==> config.mk <==
export PLATFORM = sky130hd
export DESIGN_NAME = falling_detector
export DESIGN_NICKNAME = d
export VERILOG_FILES = /design/src/rtl/falling_detector_pkg.sv /design/src/rtl/falling_detector_compare.sv /design/src/rtl/falling_detector.sv
export SDC_FILE = /design/constraint.sdc
export NUM_CORES = 1
export LEC_CHECK = 0
export ABC_AREA = 1
export CORE_AREA = 2 2 39 41
export CTS_CLUSTER_SIZE = 30
export DETAILED_ROUTE_END_ITERATION = 10
export DIE_AREA = 0 0 41 43
export GPL_TIMING_DRIVEN = 0
export PLACE_DENSITY = 0.59
export SYNTH_ARGS = -nofsm -noshare
export SYNTH_HDL_FRONTEND = slang
export SYNTH_SLANG_ARGS = --single-unit
==> constraint.sdc <==
create_clock -name clk -period 1.03 [get_ports clk]
set_clock_uncertainty 0.2 [all_clocks]
set_input_delay 0.206 -clock clk [delete_from_list [all_inputs] [get_ports clk]]
set_output_delay 0.206 -clock clk [all_outputs]
set_load 0.005 [all_outputs]
==> src/rtl/falling_detector_pkg.sv <==
// Shared constants and helpers for the fall detector.
package falling_detector_pkg;

    localparam int unsigned FD_WIDTH_DEFAULT = 8;

    // Persistence counter width: ceil(log2(persist+1)), never below 1 bit.
    function automatic int unsigned fd_cnt_width(input int unsigned persist);
        int unsigned w;
        w = $clog2(persist + 1);
        return (w < 1) ? 1 : w;
    endfunction

endpackage

==> src/rtl/falling_detector_compare.sv <==
// Unsigned strict less-than: below_o is high when a_i < b_i.
module fd_compare
    import falling_detector_pkg::*;
#(
    parameter int unsigned WIDTH = FD_WIDTH_DEFAULT
) (
    input  logic [WIDTH-1:0] a_i,
    input  logic [WIDTH-1:0] b_i,
    output logic             below_o
);

    // Equal and greater both count as not below.
    assign below_o = (a_i < b_i);

endmodule

==> src/rtl/falling_detector.sv <==
// Fall detector: qualifies a below-threshold sensor reading over PERSIST
// consecutive cycles and keeps a sticky record of any detection.
module falling_detector
    import falling_detector_pkg::*;
#(
    parameter int unsigned WIDTH   = FD_WIDTH_DEFAULT,
    parameter int unsigned PERSIST = 1
) (
    input  logic             clk,
    input  logic             reset,
    input  logic [WIDTH-1:0] fdSensorValue,
    input  logic [WIDTH-1:0] fdFactoryValue,
    input  logic             fdClear,
    output logic             fallDetected,
    output logic             fallLatched
);

    localparam int unsigned CW = fd_cnt_width(PERSIST);
    localparam logic [CW-1:0] PERSIST_C  = CW'(PERSIST);
    localparam logic [CW:0]   PERSIST_W  = (CW + 1)'(PERSIST);

    logic          below;
    logic [CW-1:0] cnt_q, cnt_d;
    logic          det_q, det_d;
    logic          latch_q, latch_d;

    fd_compare #(
        .WIDTH (WIDTH)
    ) u_compare (
        .a_i     (fdSensorValue),
        .b_i     (fdFactoryValue),
        .below_o (below)
    );

    // Next-state: saturating persistence count, qualification, sticky latch.
    always_comb begin
        cnt_d   = '0;
        det_d   = 1'b0;
        latch_d = latch_q;
        if (below) begin
            cnt_d = (cnt_q == PERSIST_C) ? cnt_q : cnt_q + CW'(1);
            // One bit wider so cnt_q+1 cannot wrap.
            det_d = (({1'b0, cnt_q} + (CW + 1)'(1)) >= PERSIST_W);
        end
        // A new detection overrides a simultaneous clear.
        if (det_d) begin
            latch_d = 1'b1;
        end else if (fdClear) begin
            latch_d = 1'b0;
        end
    end

    // State registers with synchronous reset having top priority.
    always_ff @(posedge clk) begin
        if (reset) begin
            cnt_q   <= '0;
            det_q   <= 1'b0;
            latch_q <= 1'b0;
        end else begin
            cnt_q   <= cnt_d;
            det_q   <= det_d;
            latch_q <= latch_d;
        end
    end

    assign fallDetected = det_q;
    assign fallLatched  = latch_q;

endmodule

==> flow_summary_export.csv, run 1 <==
group,metric,value,unit
global_route,grtUsageTotal,8.62,%
synthesis,syn_nets,66,
global_route,grt_max_degree,3,
min_path,worstHoldPathCells,3,
placement,pre_cts_ws,-768,ps
clock_tree,cts_buffer_depth,2,
placement,place_congestion,0.565,
critical_path,worstPathCellList,"buf_2",
floorplanning,ioPinCount,21,
critical_path,end_kind,"primary output",
clock_tree,cts_hold_buf,0,
sta,hold_viol_final,0,
run_status,failed_checks,"negative setup slack",
critical_path,cp_max_fo,2,
clock_tree,cts_tree,"done",
synthesis,yosys.area.top_type,"ha_1",
power,netSwitchingPower,0.131,mW
sta,finalSetupViolations,1,
synthesis,syn_area_per_cell,6.29,sq um
run_status,status,"complete, but fails checks",
synthesis,synth_area_leaders,"ha_1 (35%), nand2_1 (19%), inv_1 (16%)",
placement,placed_cell_area,552,sq um
route,drt_wl_total,590,um
sta,min_period,1050,ps
clock_tree,clk_latency,230,ps
power,leakage,0.284,nW
synthesis,yosysWarnings,0,
sta,drv_slew,0,
critical_path,crit_type,"reg2out",
critical_path,ff2ff_path_depth,2,
power,pwr-share-seq,20.0,%
power,swShare,29.2,%
synthesis,syn-instance-count,40,
route,postRouteAntennaNets,0,
floorplanning,chipHeight,43,um
synthesis,ys_seq_elements,2,
critical_path,cp_data_required_time,620,ps
synthesis,synth_top_area_share,34.8,%
critical_path,cp_slowest_cell,"dfxtp_2",
placement,post-dp-hpwl,489,um
synthesis,ys_seq_area_share,15.9,%
critical_path,start_kind,"flop",
global_route,grt_overflow_total,0,
final_layout,drive_gt1_share,60.3,%
route,drtIter0Drc,1,
flow_run,max-cap-violations,0,
clock_tree,post_cts_buffers,0,
final_layout,area_growth,114,%
clock_tree,cts-htree-levels,1,
synthesis,syn-cell-area,251,sq um
critical_path,worst_ep_arrival_time,650,ps
critical_path,cp_top_family,"flip-flops",
power,p_total,0.449,mW
critical_path,cp.depth,1,
global_route,antenna_found_initial,0,
critical_path,cp.buffers_inverters,1,
floorplanning,die_w,41,um
sta,worst_slack,-23.7,ps
power,p_per_area,835,mW/mm^2
clock_tree,cts-root-buf,"clkbuf_4",
floorplanning,initial_core_util,18.2,%
route,via_per_inst,3.87,
global_route,grt_pass1_vias,287,
global_route,grt_pass1_wl,959,um
clock_tree,clock_sinks,2,
power,peakVddDrop,0.249,mV
clock_tree,cts.clk_slew.worst_paths,30,ps
critical_path,max_stage_delay,300,ps
min_path,min_path_type,"in2reg",
floorplanning,row_count,14,
final_layout,final_common_cell,"buf_2",
power,power_frac_clock,40.3,%
final_layout,nets,91,
synthesis,post_synth_num_cell_types,7,
clock_tree,numCtsBuffers,3,
floorplanning,dieArea,0.00176,sq mm
sta,tightest_slew,112,ps
route,remaining_drc_errors,0,
final_layout,diodes,0,
floorplanning,coreArea,0.00138,sq mm
final_layout,fin_area,538,sq um
sta,slew_headroom,92.5,%
sta,grt_setup_unrepaired,"true",
sta,fin_crit_sh,102,%
power,comb_power_share,39.6,%
route,wl_per_cell,7.47,um
final_layout,layout_common_cells,"buf_2 (12), nand2_1 (7), nand2_2 (6)",
route,first_pass_iters,2,
placement,port_buffers,20,
power,intPower,0.318,mW
route,dr_total_vias,306,
sta,max_freq,949,MHz
-- Yosys cell counts, drive strengths merged --
cell,count
nand2,13
ha,7
dfxtp,2
or3b,1
nor2,4
a21oi,2
inv,11
-- metal layers --
metal	up-vias	GRT usage [%]	share of wire, %
li1	165	-	-
met2	15	13.8	54
met5	-	0	0
met1	124	7.67	34
met4	0	8.00	1.4
met3	2	3.14	11
-- sequential cells by signal (all words and copies together) (netlist names) --
register,cells
fallDetected,1
fallLatched,1
-- timing repair --
item                       CTS  global route
pin swaps                   18             4
gates resized for setup     69             9
setup endpoints to repair    4             4
-- area by class of cell --
class,count,area [sq um]
Tap cell,16,20.0
Timing Repair Buffer,20,144
Clock buffer,3,22.5
Multi-Input combinational cell,27,251
Sequential cell,2,41.3
Inverter,11,58.8
Fill cell,157,846
-- logic make-up (layout without fill, tap and decap cells) --
kind of cell	Yosys count	in the layout	synth area share (%)
buffers and inverters	11	34	16.4
flip-flops	2	2	15.9
AND/OR/NAND/NOR	18	18	28.9
AO/OA/AOI/OAI	2	2	3.98
adder cells (fa/ha/maj)	7	7	34.8
-- tightest hold or removal path, delay by kind of cell --
| kind | cells | cell delay, ps |
|---|---|---|
| buf+inv | 1 | 190 |
| simple gates | 2 | 140 |
-- stage by stage --
| step | TNS, ps | std cells | hold WS [ps] | utilization [%] |
|---|---|---|---|---|
| 2_1_floorplan | -112 | 40 | 169 | - |
| 3_3_place_gp | -1830 | 76 | 331 | 39.9 |
| 3_5_place_dp | -1840 | 76 | 358 | 39.9 |
| 4_1_cts | -31.4 | 79 | 167 | 36.5 |
| 5_1_grt | -125 | 79 | 181 | 38.9 |
| 6_report | -23.7 | 79 | 148 | 38.9 |
-- worst paths after layout --
path / from / slack, ps / endpoint
max: fallLatched$_SDFFE_PP0P_ / -20 / fallLatched
min: fdClear / 150 / fallLatched$_SDFFE_PP0P_
max reg2reg: fallLatched$_SDFFE_PP0P_ / 60 / fallLatched$_SDFFE_PP0P_
min reg2reg: fallLatched$_SDFFE_PP0P_ / 340 / fallLatched$_SDFFE_PP0P_
-- power by group through the flow --
stage,clock network (mW),logic [mW],registers [mW]
after CTS,0.185,0.162,0.0902
after global routing,0.203,0.203,0.0910
final,0.181,0.178,0.0900
after detailed placement,0,0.187,0.0908
after floorplan,0,0.0759,0.0917
after global placement,0,0.184,0.0900
Note: power is estimated with default switching activity, not from simulation.
==> inputs of run 2 (changes only) <==
Settings changed: CAP_MARGIN set to 20.
==> results of run 2 <==
The final DEF is identical to that of run 1; final timing and power are the same.
